## src/rtl/lsu_pkg.sv

```systemverilog
// Shared definitions for the byte-serial load/store master: funct3 codes,
// FSM states and request decode helpers.
package lsu_pkg;

  localparam logic [2:0] LB  = 3'b000;
  localparam logic [2:0] LH  = 3'b001;
  localparam logic [2:0] LW  = 3'b010;
  localparam logic [2:0] LBU = 3'b100;
  localparam logic [2:0] LHU = 3'b101;
  localparam logic [2:0] SB  = 3'b000;
  localparam logic [2:0] SH  = 3'b001;
  localparam logic [2:0] SW  = 3'b010;

  typedef enum logic [1:0] {IDLE, REQ, RDATA, RESP} state_e;

  function automatic logic [2:0] nbytes(input logic [2:0] f3);
    case (f3[1:0])
      SB[1:0]: return 3'd1;
      SH[1:0]: return 3'd2;
      SW[1:0]: return 3'd4;
      default: return 3'd4;
    endcase
  endfunction

  // Sizes 11 and 110 do not exist; stores have no unsigned variants.
  function automatic logic illegal(input logic [2:0] f3, input logic wren);
    return (f3[1:0] == 2'b11) || (f3 == 3'b110) || (wren && f3[2]);
  endfunction

endpackage

```

## src/rtl/lsu_byte_master_if.sv

```systemverilog
// Core request/response and byte-wide memory bus signals of lsu_byte_master.
interface lsu_byte_master_if #(parameter int ADDR_W = 16);
  logic              i_req_valid;
  logic              o_req_ready;
  logic [ADDR_W-1:0] i_req_addr;
  logic              i_req_wren;
  logic [2:0]        i_req_funct3;
  logic [31:0]       i_req_wdata;
  logic              o_rsp_valid;
  logic [31:0]       o_rsp_rdata;
  logic              o_rsp_err;
  logic              o_mem_req;
  logic              i_mem_gnt;
  logic [ADDR_W-1:0] o_mem_addr;
  logic              o_mem_we;
  logic [7:0]        o_mem_wdata;
  logic              i_mem_rvalid;
  logic [7:0]        i_mem_rdata;

  modport master (
    input  i_req_valid, i_req_addr, i_req_wren, i_req_funct3, i_req_wdata,
    input  i_mem_gnt, i_mem_rvalid, i_mem_rdata,
    output o_req_ready, o_rsp_valid, o_rsp_rdata, o_rsp_err,
    output o_mem_req, o_mem_addr, o_mem_we, o_mem_wdata
  );

  modport slave (
    output i_req_valid, i_req_addr, i_req_wren, i_req_funct3, i_req_wdata,
    output i_mem_gnt, i_mem_rvalid, i_mem_rdata,
    input  o_req_ready, o_rsp_valid, o_rsp_rdata, o_rsp_err,
    input  o_mem_req, o_mem_addr, o_mem_we, o_mem_wdata
  );
endinterface

```

## src/rtl/lsu_load_extend.sv

```systemverilog
// Turns the assembled load buffer into the architectural RV32 load result.
module lsu_load_extend
  import lsu_pkg::*;
(
  input  logic [2:0]  funct3,
  input  logic [31:0] buf_word,
  output logic [31:0] ext_word
);
  always_comb begin
    ext_word = '0;
    case (funct3)
      LB:      ext_word = {{24{buf_word[7]}}, buf_word[7:0]};
      LH:      ext_word = {{16{buf_word[15]}}, buf_word[15:0]};
      LW:      ext_word = buf_word;
      LBU:     ext_word = {24'd0, buf_word[7:0]};
      LHU:     ext_word = {16'd0, buf_word[15:0]};
      default: ext_word = '0;
    endcase
  end
endmodule

```

## src/rtl/lsu_byte_master.sv

```systemverilog
// Splits one RV32 load/store into 1/2/4 byte transactions on a req/gnt/rvalid
// bus and returns the extended load word or an error.
module lsu_byte_master
  import lsu_pkg::*;
#(
  parameter int ADDR_W      = 16,
  parameter int TIMEOUT_CYC = 64
) (
  input logic               i_clk,
  input logic               i_rst_n,
  lsu_byte_master_if.master bus
);
  localparam int CNT_W = $clog2(TIMEOUT_CYC + 1);

  state_e            state;
  logic [ADDR_W-1:0] base;
  logic              wren;
  logic [2:0]        f3;
  logic [31:0]       wdata, rbuf, rbuf_nxt, ext;
  logic [1:0]        k, k1, last;
  logic [CNT_W-1:0]  cnt;
  logic              cnt_done;

  logic              req_ready, rsp_valid, rsp_err, mem_req, mem_we;
  logic [31:0]       rsp_rdata;
  logic [ADDR_W-1:0] mem_addr;
  logic [7:0]        mem_wdata;

  assign k1       = k + 2'd1;
  assign cnt_done = (cnt == CNT_W'(TIMEOUT_CYC - 1));

  // Buffer as it will look once the byte on the bus this cycle is merged in.
  always_comb begin
    rbuf_nxt = rbuf;
    rbuf_nxt[{k, 3'b000} +: 8] = bus.i_mem_rdata;
  end

  lsu_load_extend u_ext (
    .funct3   (f3),
    .buf_word (rbuf_nxt),
    .ext_word (ext)
  );

  always_ff @(posedge i_clk or negedge i_rst_n) begin
    if (!i_rst_n) begin
      state     <= IDLE;
      base      <= '0;
      wren      <= 1'b0;
      f3        <= '0;
      wdata     <= '0;
      rbuf      <= '0;
      k         <= '0;
      last      <= '0;
      cnt       <= '0;
      req_ready <= 1'b0;
      rsp_valid <= 1'b0;
      rsp_err   <= 1'b0;
      rsp_rdata <= '0;
      mem_req   <= 1'b0;
      mem_addr  <= '0;
      mem_we    <= 1'b0;
      mem_wdata <= '0;
    end else begin
      case (state)
        IDLE: begin
          if (bus.i_req_valid && req_ready) begin
            base      <= bus.i_req_addr;
            wren      <= bus.i_req_wren;
            f3        <= bus.i_req_funct3;
            wdata     <= bus.i_req_wdata;
            k         <= '0;
            last      <= 2'(nbytes(bus.i_req_funct3) - 3'd1);
            cnt       <= '0;
            rbuf      <= '0;
            req_ready <= 1'b0;
            if (illegal(bus.i_req_funct3, bus.i_req_wren)) begin
              state     <= RESP;
              rsp_valid <= 1'b1;
              rsp_err   <= 1'b1;
              rsp_rdata <= '0;
            end else begin
              state     <= REQ;
              mem_req   <= 1'b1;
              mem_addr  <= bus.i_req_addr;
              mem_we    <= bus.i_req_wren;
              mem_wdata <= bus.i_req_wdata[7:0];
            end
          end else begin
            req_ready <= 1'b1;
          end
        end

        REQ: begin
          if (bus.i_mem_gnt) begin
            cnt <= '0;
            if (!wren) begin
              state   <= RDATA;
              mem_req <= 1'b0;
            end else if (k == last) begin
              state     <= RESP;
              mem_req   <= 1'b0;
              rsp_valid <= 1'b1;
              rsp_err   <= 1'b0;
              rsp_rdata <= '0;
            end else begin
              // Back-to-back store bytes: req stays high, next byte presented.
              k         <= k1;
              mem_addr  <= base + ADDR_W'(k1);
              mem_wdata <= wdata[{k1, 3'b000} +: 8];
            end
          end else if (cnt_done) begin
            state     <= RESP;
            mem_req   <= 1'b0;
            rsp_valid <= 1'b1;
            rsp_err   <= 1'b1;
            rsp_rdata <= '0;
          end else begin
            cnt <= cnt + CNT_W'(1);
          end
        end

        RDATA: begin
          if (bus.i_mem_rvalid) begin
            rbuf <= rbuf_nxt;
            cnt  <= '0;
            if (k == last) begin
              state     <= RESP;
              rsp_valid <= 1'b1;
              rsp_err   <= 1'b0;
              rsp_rdata <= ext;
            end else begin
              state     <= REQ;
              k         <= k1;
              mem_req   <= 1'b1;
              mem_addr  <= base + ADDR_W'(k1);
              mem_wdata <= wdata[{k1, 3'b000} +: 8];
            end
          end else if (cnt_done) begin
            state     <= RESP;
            rsp_valid <= 1'b1;
            rsp_err   <= 1'b1;
            rsp_rdata <= '0;
          end else begin
            cnt <= cnt + CNT_W'(1);
          end
        end

        RESP: begin
          state     <= IDLE;
          rsp_valid <= 1'b0;
          rsp_err   <= 1'b0;
          rsp_rdata <= '0;
          req_ready <= 1'b1;
        end

        default: state <= IDLE;
      endcase
    end
  end

  assign bus.o_req_ready = req_ready;
  assign bus.o_rsp_valid = rsp_valid;
  assign bus.o_rsp_rdata = rsp_rdata;
  assign bus.o_rsp_err   = rsp_err;
  assign bus.o_mem_req   = mem_req;
  assign bus.o_mem_addr  = mem_addr;
  assign bus.o_mem_we    = mem_we;
  assign bus.o_mem_wdata = mem_wdata;

endmodule

```

## src/flat_wrapper.sv

```systemverilog
// flat-port wrapper written by rule: the top's interface ports become plain ports
module lsu_byte_master_flat import lsu_pkg::*;
#(
  parameter int ADDR_W      = 16,
  parameter int TIMEOUT_CYC = 64
)
  (i_clk, i_rst_n, bus_i_req_valid, bus_i_req_addr, bus_i_req_wren, bus_i_req_funct3, bus_i_req_wdata, bus_i_mem_gnt, bus_i_mem_rvalid, bus_i_mem_rdata, bus_o_req_ready, bus_o_rsp_valid, bus_o_rsp_rdata, bus_o_rsp_err, bus_o_mem_req, bus_o_mem_addr, bus_o_mem_we, bus_o_mem_wdata);
  lsu_byte_master_if #(.ADDR_W(ADDR_W)) bus_i ();
  input logic i_clk;
  input logic i_rst_n;
  input wire logic [$bits(bus_i.i_req_valid)-1:0] bus_i_req_valid;
  input wire logic [$bits(bus_i.i_req_addr)-1:0] bus_i_req_addr;
  input wire logic [$bits(bus_i.i_req_wren)-1:0] bus_i_req_wren;
  input wire logic [$bits(bus_i.i_req_funct3)-1:0] bus_i_req_funct3;
  input wire logic [$bits(bus_i.i_req_wdata)-1:0] bus_i_req_wdata;
  input wire logic [$bits(bus_i.i_mem_gnt)-1:0] bus_i_mem_gnt;
  input wire logic [$bits(bus_i.i_mem_rvalid)-1:0] bus_i_mem_rvalid;
  input wire logic [$bits(bus_i.i_mem_rdata)-1:0] bus_i_mem_rdata;
  output wire logic [$bits(bus_i.o_req_ready)-1:0] bus_o_req_ready;
  output wire logic [$bits(bus_i.o_rsp_valid)-1:0] bus_o_rsp_valid;
  output wire logic [$bits(bus_i.o_rsp_rdata)-1:0] bus_o_rsp_rdata;
  output wire logic [$bits(bus_i.o_rsp_err)-1:0] bus_o_rsp_err;
  output wire logic [$bits(bus_i.o_mem_req)-1:0] bus_o_mem_req;
  output wire logic [$bits(bus_i.o_mem_addr)-1:0] bus_o_mem_addr;
  output wire logic [$bits(bus_i.o_mem_we)-1:0] bus_o_mem_we;
  output wire logic [$bits(bus_i.o_mem_wdata)-1:0] bus_o_mem_wdata;
  assign bus_i.i_req_valid = bus_i_req_valid;
  assign bus_i.i_req_addr = bus_i_req_addr;
  assign bus_i.i_req_wren = bus_i_req_wren;
  assign bus_i.i_req_funct3 = bus_i_req_funct3;
  assign bus_i.i_req_wdata = bus_i_req_wdata;
  assign bus_i.i_mem_gnt = bus_i_mem_gnt;
  assign bus_i.i_mem_rvalid = bus_i_mem_rvalid;
  assign bus_i.i_mem_rdata = bus_i_mem_rdata;
  assign bus_o_req_ready = bus_i.o_req_ready;
  assign bus_o_rsp_valid = bus_i.o_rsp_valid;
  assign bus_o_rsp_rdata = bus_i.o_rsp_rdata;
  assign bus_o_rsp_err = bus_i.o_rsp_err;
  assign bus_o_mem_req = bus_i.o_mem_req;
  assign bus_o_mem_addr = bus_i.o_mem_addr;
  assign bus_o_mem_we = bus_i.o_mem_we;
  assign bus_o_mem_wdata = bus_i.o_mem_wdata;
  lsu_byte_master #(.ADDR_W(ADDR_W), .TIMEOUT_CYC(TIMEOUT_CYC)) u_core (.i_clk(i_clk), .i_rst_n(i_rst_n), .bus(bus_i));
endmodule
```

## config.mk

```make
export PLATFORM = sky130hd
export DESIGN_NAME = lsu_byte_master_flat
export DESIGN_NICKNAME = d
export VERILOG_FILES = /design/src/rtl/lsu_pkg.sv /design/src/rtl/lsu_byte_master_if.sv /design/src/rtl/lsu_load_extend.sv /design/src/rtl/lsu_byte_master.sv /design/src/flat_wrapper.sv
export SDC_FILE = /design/constraint.sdc
export NUM_CORES = 1
export LEC_CHECK = 0
export ABC_AREA = 1
export CAP_MARGIN = 40
export CORE_AREA = 4 4 137 238
export CTS_CLUSTER_DIAMETER = 30
export CTS_CLUSTER_SIZE = 10
export DETAILED_ROUTE_END_ITERATION = 10
export DIE_AREA = 0 0 141 242
export GPL_ROUTABILITY_DRIVEN = 1
export MAX_ROUTING_LAYER = met4
export PLACE_DENSITY = 0.56
export SETUP_SLACK_MARGIN = 0.3
export SLEW_MARGIN = 5
export SYNTH_ARGS = -nofsm -noshare
export SYNTH_HDL_FRONTEND = slang
export SYNTH_HIERARCHICAL = 1
export SYNTH_SLANG_ARGS = --single-unit
```

## constraint.sdc

```tcl
create_clock -name i_clk -period 6.41 [get_ports i_clk]
set_clock_uncertainty 0.15 [all_clocks]
set_input_delay 0.641 -clock i_clk [delete_from_list [all_inputs] [get_ports i_clk]]
set_output_delay 0.641 -clock i_clk [all_outputs]
set_load 0.05 [all_outputs]
```

==> flow_summary.toml, run 1 <==
[floorplanning]
fp.dieH_um = 242
core_mm2 = 0.0306
die_area_mm2 = 0.0341
row_count = 85
ios = 126
start_util_pct = 29.8
die_w_um = 141

[clocking]
numCtsBuffers = 17
insertion_delay_ns = 0.45
clockBufferDepth = 2
htree_levels = 4
clockRootBuffer = "clkbuf_16"
cts_sinks = 158
path_clk_slew_ns = 0.06
cts_tree = "yes"
cts_resized = 0

[power]
pwr-share-seq_pct = 28.3
combPwrFrac_pct = 49.9
p_leak_nw = 5.58
power_density_mw_per_mm2 = 474
ir_worst_vdd_uv = 312
p_switching_mw = 2.58
clkPwrFrac_pct = 21.8
swShare_pct = 47.9
p_int_mw = 2.80

[synthesis]
ys_seq_elements = 158
ys_seq_area_share_pct = 43.3
yosysMostFrequentCell = "nand2_1"
yosys_most_used_dff = "dfrtp_1"
avgSynthCellArea_um2 = 7.35
synth_area_mm2 = 0.00913
async_reset_ff_share_pct = 100
syn_nets = 1322
yosysTopAreaCell = "dfrtp_1"
synth_area_leaders = "dfrtp_1 (43%), nand2_1 (16%), nand3_1 (10%)"
synth_top_area_share_pct = 43.3
synthCells = 1243
synth_edf_count = 0
yosys.cell_types.count = 41
synthTopCellsByCount = "nand2_1 (389), nand3_1 (191), dfrtp_1 (158), inv_1 (120), nor2_1 (73)"
yosys_warnings = 6

[finish]
num_antenna_cells = 0
drive_gt1_share_pct = 7.13
area_growth_pct = 24.4
fin_nets = 1413
final_cell_area_mm2 = 0.0114

[timing]
worst_slew_pin_slew_ns = 0.818
setup_viol = 0
fin_crit_ns = 3.76
finalHoldViolCount = 0
fin_crit_sh_pct = 58.6
rsz0062_at_grt = "false"
relSlewSlack_pct = 45.4
maxSlewViolCount = 0
timing.setup.tns_ns = 0
max_freq_mhz = 266

[routing]
via_count = 8477
ant_nets = 0
drc = 0
wirelength_um = 27600
drt_iter0_drc = 562
viasPerCell = 4.88
dr.pass1.iters = 5
wl_per_cell_um = 15.9

[worst_setup_path]
r2r_end = "u_core/bus.o_rsp_rdata[13]"
slowest_delay_ns = 0.84
criticalPathCategory = "flop to flop"
critPathLaunchType = "flop"
r2r_start = "u_core/k[0]"
r2r_cells = 13
cp_max_fo = 31
setup.worst_path.end_class = "flop"
reg2reg_slack_ns = 2.65
cp_cell_sequence = "inv_2 -> ha_1 -> inv_1 -> nand4_1 -> o22ai_1 -> inv_1 -> nor2_1 -> nand2_4 -> a21oi_2 -> nand2_1 -> nand3_1 -> nand3_1 -> nand2_1"
crit_arrival_ns = 3.99
crit_required_ns = 6.64
crit_path_top_delay_cell = "dfrtp_1"

[placement]
io_buffer_count = 125
gp_congestion = 0.924
dp_hpwl_um = 19500
placed_area_mm2 = 0.0107

[global_route]
grt_pass1_wl_um = 44600
grt_pass1_vias = 8404
top_usage_layer = "met2"
grt_overflow = 0
grt_util_met3_pct = 2.80
grt_max_degree = 67
grt.met1_usage_pct = 18.0
antenna_found_initial = 0
grtUsageTotal_pct = 16.6
grt_use_met2_pct = 30.4

[run]
drv_cap = 0

[hold_path]
worstHoldStart = "u_core/wdata[12]"
hold_path_depth = 2
holdPathEnd = "u_core/wdata[12]"
min_path_type = "flop to flop"

[status]
run_status = "complete, no violations"
-- per-layer routing --
metal	part of all wire, %	vias to the layer above
met4	2.3	0
li1	-	4231
met2	54	213
met5	0	-
met1	40	4002
met3	3.6	31
-- registers in the layout (all words and copies together) (netlist names) --
name                    cells
u_core/bus.o_rsp_rdata     32
u_core/rbuf                32
u_core/wdata               32
u_core/base                16
u_core/bus.o_mem_addr      16
u_core/bus.o_mem_wdata      8
u_core/cnt                  7
u_core/f3                   3
u_core/k                    2
u_core/last                 2
u_core/state                2
u_core/bus.o_mem_req        1
u_core/bus.o_mem_we         1
u_core/bus.o_req_ready      1
u_core/bus.o_rsp_err        1
u_core/bus.o_rsp_valid      1
u_core/wren                 1
-- worst max-delay path by stage --
stage	startpoint	endpoint	cells past startpoint	slack, ns
6_report	u_core/k[0]	u_core/bus.o_rsp_rdata[13]	13	2.65
5_1_grt	u_core/k[0]	u_core/bus.o_rsp_rdata[9]	13	2.30
4_1_cts	u_core/k[0]	u_core/bus.o_rsp_rdata[13]	13	2.68
3_5_place_dp	u_core/k[0]	u_core/bus.o_rsp_rdata[10]	13	2.70
3_3_place_gp	u_core/k[0]	u_core/bus.o_rsp_rdata[15]	13	2.69
2_1_floorplan	u_core/k[0]	u_core/bus.o_rsp_rdata[15]	15	3.59
-- timing repair --
item                      in CTS  in global routing
setup buffers                  0                  0
hold endpoints to repair      34                  0
hold buffers                   1                  0
-- final cells by class --
class,count,area (um2)
sequential,158,3950
fill,3220,19300
multi-input combinational,890,4310
tap,391,489
inverter,129,489
timing repair buffer,138,1450
clock inverter,15,244
clock buffer,17,425
-- power groups by stage --
stage	combinational (mW)	sequential [mW]	clock, mW
after floorplan	1.69	1.78	0
after global placement	2.63	1.54	0
after detailed placement	2.72	1.54	0
after CTS	2.73	1.53	1.20
after global routing	2.97	1.56	1.24
final	2.69	1.52	1.17
-- critical path: cells and delay by family, from the launching register on --
family	cells	cell delay, ns
AO/OA/AOI/OAI	2	0.45
flip-flops	1	0.84
adder cells (fa/ha/maj)	1	0.53
AND/OR/NAND/NOR	7	1.03
buffers and inverters	3	0.66
-- cells by family after synthesis --
family,Yosys count,share of synthesized area [%]
AO/OA/AOI/OAI,161,10.5
XOR/XNOR,3,0.288
adder cells (fa/ha/maj),14,2.00
buffers and inverters,195,9.61
flip-flops,158,43.3
AND/OR/NAND/NOR,712,34.3
-- stage by stage --
step | cells | utilization, % | worst slack [ns] | power (mW) | hold WS (ns)
2_1_floorplan | 1243 | - | 3.59 | 3.47 | 0.195
4_1_cts | 1738 | 37.1 | 2.68 | 5.45 | 0.324
6_report | 1738 | 37.1 | 2.65 | 5.38 | 0.320
3_5_place_dp | 1705 | 34.9 | 2.70 | 4.25 | 0.309
3_3_place_gp | 1699 | 34.4 | 2.69 | 4.17 | 0.298
5_1_grt | 1738 | 37.1 | 2.30 | 5.78 | 0.333
-- cell usage in the layout, fill, tap and decap left out, drive strengths merged --
cell type,n
nand2,401
nand3,201
dfrtp,158
inv,127
clkdlybuf4s50,124
nor2,81
o21ai,68
o22ai,32
a21oi,23
a22oi,19
clkbuf,17
nor3,14
ha,13
buf,13
o211ai,9
clkinv,8
a31oi,7
bufinv,6
nand4,6
or2,6
clkinvlp,3
xor2,2
dlygate4sd3,1
nor3b,1
and2,1
xnor2,1
nand3b,1
o31ai,1
o21bai,1
o21a,1
fa,1
Power figures use the tool's default switching activity.
==> inputs of run 2 (changes only) <==
==> constraint.sdc (replaced) <==
create_clock -name i_clk -period 3.6 [get_ports i_clk]
set_clock_uncertainty 0.15 [all_clocks]
set_input_delay 0.36 -clock i_clk [delete_from_list [all_inputs] [get_ports i_clk]]
set_output_delay 0.36 -clock i_clk [all_outputs]
set_load 0.05 [all_outputs]
==> run 2 against run 1 <==
  * Critical endpoint is now u_core/bus.o_rsp_rdata[11]
  * Combinational power grew 78%
  * Routed wire length grew 1.1%
  * Sequential cell count is the same
==> flow_summary.toml, run 2 (synthesized netlist as in run 1, its figures left out) <==
[worst_setup_path]
cp_max_fo = 24
crit_arrival_ns = 3.13
cp-startpoint = "u_core/k[0]"
crit_required_ns = 3.84
setup.worst_path.end_class = "flop"
r2r_start = "u_core/k[0]"
criticalPathCategory = "flop to flop"
critPathLaunchType = "flop"

[clocking]
path_clk_slew_ns = 0.07
htree_levels = 4
numCtsBuffers = 17
post_cts_buffers = 0
clockBufferDepth = 2
insertion_delay_ns = 0.44
cts_sinks = 158
clockRootBuffer = "clkbuf_16"
cts_tree = "yes"

[finish]
utilization_pct = 36.8
final_common_cell = "nand2_1"
fill_cells = 3285
final-instance-count-excl-fill = 1741
final_cell_mix = "nand2_1 (389), nand3_1 (191), dfrtp_1 (158)"
fin_nets = 1416
area_growth_pct = 23.5
drive_gt1_share_pct = 7.33
num_antenna_cells = 0

[routing]
dr.pass1.iters = 5
wl_per_cell_um = 16.0
ant_nets = 0
wirelength_um = 27900
via_count = 8541
drt_iter0_drc = 626
drc = 0
viasPerCell = 4.91

[hold_path]
worstHoldStart = "bus_i_req_wdata[11]"
min_path_type = "primary input to flop"

[timing]
fin_crit_ns = 2.90
maxSlewViolCount = 0
setup_viol = 0
worst_slew_pin_slew_ns = 0.869
rsz0062_at_grt = "false"
relSlewSlack_pct = 42.1
fin_crit_sh_pct = 80.5
finalHoldViolCount = 0
timing.setup.tns_ns = 0
max_freq_mhz = 345

[floorplanning]
core_mm2 = 0.0306
die_w_um = 141
start_util_pct = 29.8
ios = 126
die_area_mm2 = 0.0341
row_count = 85
fp.dieH_um = 242

[power]
p_int_mw = 4.84
p_switching_mw = 4.58
ir_worst_vdd_uv = 598
swShare_pct = 48.6
total_power_mw = 9.43
clkPwrFrac_pct = 20.8
combPwrFrac_pct = 50.9
pwr-share-seq_pct = 28.3
power_density_mw_per_mm2 = 836
p_leak_nw = 5.55

[global_route]
grtUsageTotal_pct = 16.8
antenna_found_initial = 0
grt_pass1_vias = 8522
grt_max_degree = 81
grt_overflow = 0
grt_pass1_wl_um = 45000

[placement]
placed_cells = 1708
dp_hpwl_um = 19600
io_buffer_count = 125
gp_congestion = 0.992

[run]
drv_cap = 0

[status]
run_status = "complete, no violations"
[run 2: changes by cell type in the layout (fill, tap and decap cells not counted), sizes merged]
cell,before,now
clkinv,8,6
buf,13,16
clkbuf,17,21
inv,127,128
bufinv,6,3
[run 2: what timing repair did]
| action | CTS | global route |
|---|---|---|
| hold buffers | 1 | 0 |
| endpoints found under the hold margin | 78 | 0 |
| resized for setup | 0 | 0 |
[run 2: per-layer routing]
metal	routed length, um	GRT usage, %	vias up
li1	-	-	4227
met1	11300	18.4	4073
met2	14900	30.0	188
met3	724	2.09	53
met4	1020	8.07	0
met5	0	-	-
[run 2: path summary, 6_finish.rpt]
check | depth (start not counted) | slack (ns) | to
max | 12 | 0.70 | u_core/bus.o_rsp_rdata[11]
min | 3 | 0.30 | u_core/wdata[11]
max reg2reg | 12 | 0.70 | u_core/bus.o_rsp_rdata[11]
min reg2reg | 2 | 0.32 | u_core/wdata[28]
max in group asynchronous | 3 | 2.00 | u_core/bus.o_rsp_rdata[10]
min in group asynchronous | 2 | 0.41 | u_core/wdata[21]
[run 2: stage by stage]
stage               cell area [um2]  setup slack, ns  hold WS (ns)
floorplan                      9130            0.782       -0.0856
finish                        11300            0.702         0.300
detailed placement            10600            0.659         0.305
global placement              10600            0.643         0.298
CTS                           11300            0.681         0.274
global route                  11300            0.384         0.301
[run 2: power by group through the flow]
| stage | clock network [mW] | logic [mW] | registers (mW) |
|---|---|---|---|
| after floorplan | 0 | 3.00 | 3.17 |
| after global placement | 0 | 4.82 | 2.69 |
| after detailed placement | 0 | 4.84 | 2.70 |
| after CTS | 2.02 | 4.86 | 2.67 |
| after global routing | 2.09 | 5.28 | 2.74 |
| final | 1.96 | 4.79 | 2.67 |
[run 2: layout make-up]
cell class / count / area [um2] / area share (%)
inverters: 129 / 489 / 4.34
flip-flops and latches: 158 / 3950 / 35.1
multi-input cells: 890 / 4310 / 38.2
clock buffers: 21 / 480 / 4.26
well taps: 391 / 489 / 4.34
clock inverters: 11 / 156 / 1.39
repair buffers: 141 / 1400 / 12.4
[run 2: critical path, stage by stage (launching register included)]
cell and delay [ns]:
dfrtp_1 0.38, inv_2 0.18, ha_1 0.44, nand4_1 0.36, o22ai_1 0.26, inv_1 0.08
nor2_1 0.17, nand2_4 0.25, a21oi_1 0.21, nand2_1 0.06, nand3_1 0.10, nand3_1 0.07
nand2_1 0.09
